## src/rtl/mux8_rr_scheduler.sv

```systemverilog
// mux8_rr_scheduler: 8-source round-robin burst scheduler with a 1-bit data mux.
// A granted source is served for up to BURST_LEN accepted beats, then the
// arbiter idles for one bubble cycle and restarts its scan after that source.
// Optional grant-lock feature: define MUX8_SCHED_LOCK_EN to add the lock input,
// which holds the grant past the burst limit while the source keeps requesting.
module mux8_rr_scheduler #(
    parameter int unsigned BURST_LEN = 4
) (
    input  logic       clk,
    input  logic       rst_n,
    input  logic [7:0] req,
    input  logic [7:0] data_inputs,
    input  logic       out_ready,
`ifdef MUX8_SCHED_LOCK_EN
    input  logic       lock,
`endif
    output logic [2:0] select_line,
    output logic [7:0] grant,
    output logic       out_valid,
    output logic       output_data
);

    typedef enum logic {
        IDLE  = 1'b0,
        SERVE = 1'b1
    } state_t;

    state_t     state;
    logic [2:0] ptr;
    logic [3:0] beat_cnt;

    logic       lock_eff;
    logic       found;
    logic [2:0] pick;
    logic [2:0] idx;
    logic       xfer;
    logic       hold_cnt;
    logic       last_beat;
    logic       drop;
    logic       leave;

`ifdef MUX8_SCHED_LOCK_EN
    assign lock_eff = lock;
`else
    assign lock_eff = 1'b0;
`endif

    // Round-robin search: first requesting source at or after ptr, wrapping 7->0
    always_comb begin
        found = 1'b0;
        pick  = ptr;
        idx   = ptr;
        for (int unsigned i = 0; i < 8; i++) begin
            idx = ptr + 3'(i);
            if (!found && req[idx]) begin
                found = 1'b1;
                pick  = idx;
            end
        end
    end

    // Burst bookkeeping; lock pins the count at 1 instead of ending the burst
    always_comb begin
        xfer      = out_valid & out_ready;
        hold_cnt  = lock_eff && (beat_cnt == 4'd1);
        last_beat = xfer && (beat_cnt == 4'd1) && !lock_eff;
        drop      = !req[select_line];
        leave     = (state == SERVE) && (last_beat || drop);
    end

    // Scheduler FSM with registered grant, select and valid outputs
    always_ff @(posedge clk or negedge rst_n) begin
        if (!rst_n) begin
            state       <= IDLE;
            ptr         <= '0;
            beat_cnt    <= '0;
            select_line <= '0;
            grant       <= '0;
            out_valid   <= 1'b0;
        end else begin
            case (state)
                IDLE: begin
                    if (found) begin
                        state       <= SERVE;
                        select_line <= pick;
                        grant       <= 8'd1 << pick;
                        out_valid   <= 1'b1;
                        beat_cnt    <= 4'(BURST_LEN);
                    end
                end
                SERVE: begin
                    if (xfer && !hold_cnt) begin
                        beat_cnt <= beat_cnt - 4'd1;
                    end
                    if (leave) begin
                        state     <= IDLE;
                        out_valid <= 1'b0;
                        grant     <= '0;
                        ptr       <= select_line + 3'd1;
                    end
                end
                default: state <= IDLE;
            endcase
        end
    end

    // Data mux is gated so the output reads 0 whenever no beat is offered
    always_comb begin
        output_data = out_valid & data_inputs[select_line];
    end

endmodule

```

## config.mk

```make
export PLATFORM = sky130hd
export DESIGN_NAME = mux8_rr_scheduler
export DESIGN_NICKNAME = d
export VERILOG_FILES = /design/src/rtl/mux8_rr_scheduler.sv
export SDC_FILE = /design/constraint.sdc
export NUM_CORES = 1
export LEC_CHECK = 0
export CAP_MARGIN = 25
export CELL_PAD_IN_SITES_DETAIL_PLACEMENT = 0
export CELL_PAD_IN_SITES_GLOBAL_PLACEMENT = 1
export CORE_UTILIZATION = 45
export DETAILED_ROUTE_END_ITERATION = 10
export HOLD_SLACK_MARGIN = 0.06
export PLACE_DENSITY_LB_ADDON = 0.1
export SKIP_LAST_GASP = 1
export SLEW_MARGIN = 20
export SYNTH_ARGS = -nofsm -noshare
export SYNTH_HDL_FRONTEND = slang
export SYNTH_SLANG_ARGS = --single-unit
```

## constraint.sdc

```tcl
create_clock -name clk -period 6.97 [get_ports clk]
set_input_delay 1.7425 -clock clk [delete_from_list [all_inputs] [get_ports clk]]
set_output_delay 1.7425 -clock clk [all_outputs]
set_load 0.02 [all_outputs]
```

Word level (Yosys, flattened, before mapping)
Index checks and enable logic that the tools add are counted.
- ROM bits: 0
- flip-flop bits (word level): 20
- output and inout bits: 13
- memory bits (writable): 0
- memories: 0
- bits in latches: 0
- add/subtract/negate cells: 9
- multipliers: 0
- reductions and logical operators: 22
- eq/ne operators: 4
- shifts and indexed selects: 1
- $lt $le $gt $ge: 9
- divide/modulo/power cells: 0
- bitwise logic cells: 3
- multiplexer cells: 47
- operators by type and width (cell ; count):
    3-bit by 4-bit < comparator with 1-bit output, second input constant ; 9
    1-bit binary-select mux with 3-bit select ; 10
    1-bit two-way mux ; 22
    3-bit two-way mux ; 7
    8-bit two-way mux ; 2
    8-bit case mux with 2 select lines ; 1
    3-bit adder, second input constant ; 4
    1-bit logical AND ; 9
    1-bit zero test ; 8
    4-bit two-way mux ; 2
    4-bit case mux with 2 select lines ; 1
    2-bit AND reduction ; 4
    1-bit by 3-bit << shifter with 8-bit output, first input constant ; 1
    3-bit by 1-bit adder with 3-bit output, second input constant ; 2
    3-bit by 2-bit adder with 3-bit output, second input constant ; 2
    4-bit by 1-bit == test with 1-bit output, second input constant ; 1
    2-bit by 1-bit != test with 1-bit output, second input constant ; 2
    1-bit case mux with 2 select lines ; 2
    4-bit by 1-bit subtractor with 4-bit output, second input constant ; 1
    1-bit AND ; 2
    2-bit != test, second input constant ; 1
    1-bit logical OR ; 1
    1-bit NOT ; 1

Depth between registers and ports, before layout
Gate-level depths: netlist (run 1).
- word-level depth: 27
- depth in mapped cells: 13

Worst setup path before layout (run 1)
No wires, ideal clock.
- kind: in2out
- start point: input data_inputs[1]
- end point: output output_data
- slack: 2.719 ns
- arrival time: 2.509 ns
- path buffers: 0
- stages on the path: 3
- path through: mux4_2 nand2_1 a21boi_0
- cells in the longest elaborated chain, start to end: 3
- ends and longest elaborated chain (what ; line ; RTL):
    from (decl) ; 12 ; input logic [7:0] data_inputs,
    1-bit binary-select mux with 3-bit select ; 109 ; output_data = out_valid & data_inputs[select_line];
    1-bit two-way mux (not written as such) ; 109 ;
    1-bit AND ; 109 ;
    to (decl) ; 20 ; output logic output_data
Every way passes these cells. The select of a mux whose other input is x is not followed.

Worst setup path in the final report (run 1)
- start point: input data_inputs[7]
- end point: output output_data
Same word-level chain as after synthesis.

==> results of run 1 <==
-- worst paths after layout --
kind                                      start              endpoint  slack, ns  depth (start not counted)
max reg2reg                  ptr[0]$_DFFE_PN0P_  grant[4]$_DFFE_PN0P_       2.80                          9
min reg2reg                grant[6]$_DFFE_PN0P_  grant[6]$_DFFE_PN0P_       0.49                          2
min in group asynchronous                 rst_n  grant[1]$_DFFE_PN0P_       1.98                          1
max in group asynchronous                 rst_n    ptr[2]$_DFFE_PN0P_       4.45                          1
min                        grant[6]$_DFFE_PN0P_  grant[6]$_DFFE_PN0P_       0.49                          2
max                              data_inputs[7]           output_data       1.92                          5
-- synthesized netlist by cell type (2+ instances only) --
| master | instances | area share |
|---|---|---|
| nand2_1 | 26 | 0.052 |
| dfrtp_1 | 20 | 0.26 |
| nor2_1 | 11 | 0.022 |
| mux4_2 | 10 | 0.12 |
| o21ai_0 | 10 | 0.026 |
| inv_1 | 8 | 0.016 |
| xnor2_1 | 8 | 0.037 |
| mux2i_1 | 7 | 0.037 |
| a32o_1 | 5 | 0.026 |
| clkbuf_1 | 5 | 0.0099 |
| ha_1 | 5 | 0.033 |
| mux2_2 | 5 | 0.030 |
| a21oi_1 | 4 | 0.011 |
| mux4_1 | 4 | 0.056 |
| nand2b_1 | 4 | 0.013 |
| nand3_1 | 4 | 0.011 |
| o41ai_1 | 4 | 0.019 |
| a22o_1 | 3 | 0.014 |
| buf_6 | 3 | 0.018 |
| xor2_1 | 3 | 0.014 |
| a221o_1 | 2 | 0.011 |
| a31oi_1 | 2 | 0.0066 |
| a32oi_1 | 2 | 0.0093 |
| and2_1 | 2 | 0.0066 |
| buf_2 | 2 | 0.0053 |
| nand4_1 | 2 | 0.0066 |
| nor3_1 | 2 | 0.0053 |
| nor4b_1 | 2 | 0.0093 |
| o21ai_1 | 2 | 0.0053 |
-- area by class of cell --
class	instances	area, µm²	share of cell area
multi-input cells	147	1290	0.574
clock buffers	4	55.1	0.0245
flip-flops and latches	20	500	0.223
repair buffers	31	310	0.138
well taps	50	62.6	0.0278
inverters	8	30.0	0.0134
-- worst max-delay path: stages --
cell and delay, ns:
clkdlybuf4s50_1 0.40, mux4_2 0.46, nand2_1 0.07, a21boi_0 0.08, clkdlybuf4s50_1 0.56
-- layout by cell type (no fill, tap or decap), types with 3 or more instances in the layout --
| cell | instances |
|---|---|
| mux2_2 | 5 |
| nand2_1 | 26 |
| xor2_1 | 3 |
| xnor2_1 | 8 |
| ha_1 | 5 |
| nand2b_1 | 4 |
| a21oi_1 | 4 |
| dfrtp_1 | 20 |
| inv_1 | 8 |
| a22o_1 | 3 |
| o41ai_1 | 4 |
| mux2i_1 | 7 |
| a32o_1 | 5 |
| nand3_1 | 4 |
| nor2_1 | 11 |
| o21ai_0 | 10 |
| mux4_1 | 4 |
| clkbuf_8 | 4 |
| clkdlybuf4s50_1 | 31 |
| mux4_2 | 10 |
-- metal layers --
metal,GRT usage,wire length [µm],vias up
met1,0.304,2040,820
li1,-,-,758
met3,0.0137,98,2
met4,0.0638,16,0
met2,0.403,2420,28
met5,0,0,-
-- registers in the layout, summed over array words and instances, names as in the netlist --
signal,count
beat_cnt,4
out_valid,1
select_line,3
ptr,3
state,1
grant,8
-- cells by family after synthesis --
logic type,share of synthesized area
muxes,0.261
AOI/OAI and AO/OA,0.196
xor gates and xnor gates,0.0509
and+or+nand+nor,0.141
adders and majority gates,0.0331
buffers and inverters,0.0536
DFF,0.265
-- per-stage QoR --
step	worst slack (ns)	hold slack, ns	utilization	std cells	area [µm²]
finish	1.92	0.486	0.558	260	2250
global route	1.86	0.513	0.558	260	2250
CTS	1.91	0.488	0.558	260	2250
detailed placement	1.91	0.461	0.544	256	2190
global placement	1.96	0.462	0.544	256	2190
floorplan	2.72	0.506	-	187	1890
==> run_results.csv, run 1 <==
group,metric,value,unit
drt,avgViaCountPerCell,6.18,
clock_tree,cts_tree,"built",
worst_setup_path,critical_path_class,"primary input to primary output",
timing,hold_viol_final,0,
clock_tree,path_clk_slew,0.07,ns
min_path,hp-class,"flip-flop to flip-flop",
floorplanning,row_count,23,
synth,synth_warnings,0,
placement,place_congestion,0.929,
drt,vias,1608,
drt,drt_wl_total,4.57,mm
clock_tree,cts_root_buf,"clkbuf_8",
clock_tree,htree_levels,1,
drt,drt-wirelength-per-cell,17.6,µm
floorplanning,io-pin-count,32,
drt,drtIter0Drc,138,
timing,final-setup-viol-count,0,
floorplanning,core-area,4030,µm²
worst_setup_path,start_kind,"primary input",
grt,gr-usage-all-layers,0.230,
timing,setup_tns,0,ns
timing,min_period,5.05,ns
clock_tree,cts_buffer_depth,2,
clock_tree,postCtsHoldBufs,0,
drt,final_antenna_net_count,0,
finish,n_antenna_cell,0,
synth,ys.flop_type,"dfrtp_1",
timing,drv_slew,0,
floorplanning,dieHeight,66.8,µm
worst_setup_path,arrival,3.31,ns
synth,synth-seq-area-share,0.265,
drt,drc,0,
placement,dp_hpwl,3.56,mm
floorplanning,fp.dieArea,4470,µm²
finish,drive_above_1_share,0.133,
timing,max_freq,198,MHz
finish,fillers,361,
drt,drtPass1Iterations,4,
clock_tree,cts_num_sinks,20,
timing,finClkSkew,0.00115,ns
synth,synthCells,187,
synth,ys_ff_latch,20,
clock_tree,insertion_delay,0.25,ns
clock_tree,postCtsResizedCells,0,
grt,grt_pass1_wl,7.71,mm
placement,io_buffers,31,
synth,netlist_area,1890,µm²
synth,synth_edf_count,0,
timing,max_slew_margin,0.416,
grt,grt_overflow,0,
worst_setup_path,crit_path_end_kind,"primary output",
grt,antenna_found_initial,0,
finish,area_growth,18.8,%
finish,finalNetCount,235,
timing,worst_slew_pin_slew,0.873,ns
grt,grt_pass1_vias,1593,
grt,grt_max_degree,21,
worst_setup_path,cp.required,5.23,ns
synth,syn_avg_cell_area,10.1,µm²
floorplanning,die_w,66.8,µm
synth,syn-num-nets,211,
synth,ys_types,49,
timing,rsz0062_at_grt,"false",
outcome,outcome,"complete, no violations",
timing,fin_crit_sh,0.725,
worst_setup_path,path_max_fanout,1,
run,drv_cap,0,
clock_tree,post_cts_buffers,0,
synth,ys_async_sr_fraction,1.00,
clock_tree,numCtsBuffers,3,
floorplanning,initial_utilization,0.470,
Power of run 1 is left out: the tool's default activity adds up to more than one toggle a clock period on the data nets, which glitch-free logic cannot reach.
==> run 2: changes to the inputs <==
--- a/config.mk
+++ b/config.mk
@@ -8,7 +8,7 @@
 export CAP_MARGIN = 25
 export CELL_PAD_IN_SITES_DETAIL_PLACEMENT = 0
 export CELL_PAD_IN_SITES_GLOBAL_PLACEMENT = 1
-export CORE_UTILIZATION = 45
+export CORE_UTILIZATION = 37
 export DETAILED_ROUTE_END_ITERATION = 10
 export HOLD_SLACK_MARGIN = 0.06
 export PLACE_DENSITY_LB_ADDON = 0.1
==> constraint.sdc (replaced) <==
create_clock -name clk -period 4.3 [get_ports clk]
set_input_delay 1.075 -clock clk [delete_from_list [all_inputs] [get_ports clk]]
set_output_delay 1.075 -clock clk [all_outputs]
set_load 0.02 [all_outputs]
==> run_results.csv, run 2 (synthesis results as in run 1) <==
group,metric,value,unit
timing,fin_crit_sh,0.872,
placement,place_congestion,0.907,
placement,io_buffers,31,
timing,rsz0062_at_grt,"false",
min_path,hold_depth,2,
grt,grt_overflow,0,
drt,avgViaCountPerCell,5.71,
timing,hold_viol_final,0,
grt,gr-usage-all-layers,0.197,
clock_tree,htree_levels,1,
finish,reg_top3,"grant x8, beat_cnt x4",
worst_setup_path,start_kind,"primary input",
clock_tree,cts_buffer_depth,2,
placement,dp_hpwl,3.81,mm
timing,min_period,3.75,ns
finish,regMostFlops,"grant",
grt,grt_pass1_vias,1645,
finish,area_growth,22.0,%
floorplanning,io-pin-count,32,
drt,vias,1598,
drt,highest_layer,"met4",
drt,wl_met2,2.49,mm
worst_setup_path,arrival,3.89,ns
drt,wl_met1,2.06,mm
timing,setup_tns,0,ns
timing,worst_slew_pin_slew,0.860,ns
clock_tree,cts_root_buf,"clkbuf_8",
outcome,outcome,"complete, no violations",
worst_setup_path,cp.required,4.44,ns
finish,finalNetCount,238,
drt,final_antenna_net_count,0,
floorplanning,row_count,25,
clock_tree,postCtsHoldBufs,0,
drt,drc,0,
finish,drive_above_1_share,0.146,
clock_tree,insertion_delay,0.25,ns
floorplanning,core-area,4820,µm²
grt,grt_pass1_wl,8.11,mm
timing,drv_slew,0,
timing,finClkSkew,0.00390,ns
timing,max_freq,267,MHz
worst_setup_path,critical_path_class,"primary input to flip-flop",
clock_tree,cts_num_sinks,20,
floorplanning,initial_utilization,0.393,
drt,dr_wl_met3,94,µm
floorplanning,die_w,73.5,µm
timing,final-setup-viol-count,0,
worst_setup_path,r2r_cells,9,
finish,mostFrequentLayoutCells,"clkdlybuf4s50_1 (31), nand2_1 (26), dfrtp_1 (20)",
finish,n_antenna_cell,0,
floorplanning,fp.dieArea,5400,µm²
worst_setup_path,path_max_fanout,10,
drt,drt_wl_total,4.74,mm
clock_tree,numCtsBuffers,3,
clock_tree,post_cts_buffers,0,
grt,antenna_found_initial,0,
min_path,hp-class,"flip-flop to flip-flop",
floorplanning,dieHeight,73.5,µm
timing,max_slew_margin,0.425,
finish,final_common_cell,"clkdlybuf4s50_1",
clock_tree,path_clk_slew,0.07,ns
clock_tree,cts_tree,"built",
run,drv_cap,0,
drt,drtPass1Iterations,4,
worst_setup_path,crit_path_end_kind,"flip-flop",
drt,drt-wirelength-per-cell,16.9,µm
drt,drtIter0Drc,93,
finish,largest_reg_flops,8,
clock_tree,postCtsResizedCells,0,
grt,grt_max_degree,21,
[run 2: cell types whose count changed in the layout (fill, tap and decap cells not counted), sizes merged]
cell	delta
buf	+3
bufinv	+1
clkbuf	-1
[run 2: per-stage QoR]
| stage | hold slack, ns | instances | utilization | cell area, µm² | setup slack [ns] |
|---|---|---|---|---|---|
| 3_5_place_dp | 0.470 | 276 | 0.464 | 2240 | 0.282 |
| 4_1_cts | 0.494 | 280 | 0.479 | 2310 | 0.542 |
| 6_report | 0.488 | 280 | 0.479 | 2310 | 0.549 |
| 5_1_grt | 0.530 | 280 | 0.479 | 2310 | 0.287 |
| 2_1_floorplan | 0.506 | 187 | - | 1890 | 1.08 |
| 3_3_place_gp | 0.461 | 276 | 0.464 | 2240 | 0.389 |
[run 2: layer usage]
metal  global-route usage  vias to the layer above
met5                    0                        -
met4               0.0748                        0
li1                     -                      770
met1                0.250                      792
met3               0.0192                       10
met2                0.346                       26
[run 2: area by class of cell]
cell class | count | area (µm²)
tap | 67 | 83.8
timing repair buffer | 34 | 333
sequential | 20 | 500
inverter | 8 | 30.0
multi-input combinational | 147 | 1290
clock buffer | 3 | 41.3
clock inverter | 1 | 30.0
fill | 463 | 2510
[run 2: worst max-delay path, cell delays in order]
cell,delay (ns)
clkdlybuf4s50_1,0.49
mux4_1,0.60
nor2b_1,0.23
a22o_1,0.38
mux2_4,0.35
mux2i_4,0.17
o311ai_2,0.21
o41ai_1,0.39
[run 2: path summary, 6_finish.rpt]
kind,start,to,slack [ns]
setup / recovery,req[6],grant[6]$_DFFE_PN0P_,0.55
hold / removal,grant[7]$_DFFE_PN0P_,grant[7]$_DFFE_PN0P_,0.49
setup reg to reg,ptr[1]$_DFFE_PN0P_,grant[6]$_DFFE_PN0P_,0.79
hold reg to reg,grant[7]$_DFFE_PN0P_,grant[7]$_DFFE_PN0P_,0.49
max in group asynchronous,rst_n,beat_cnt[1]$_DFFE_PN0P_,2.46
min in group asynchronous,rst_n,grant[6]$_DFFE_PN0P_,1.31
Power of run 2 is left out for the same reason.
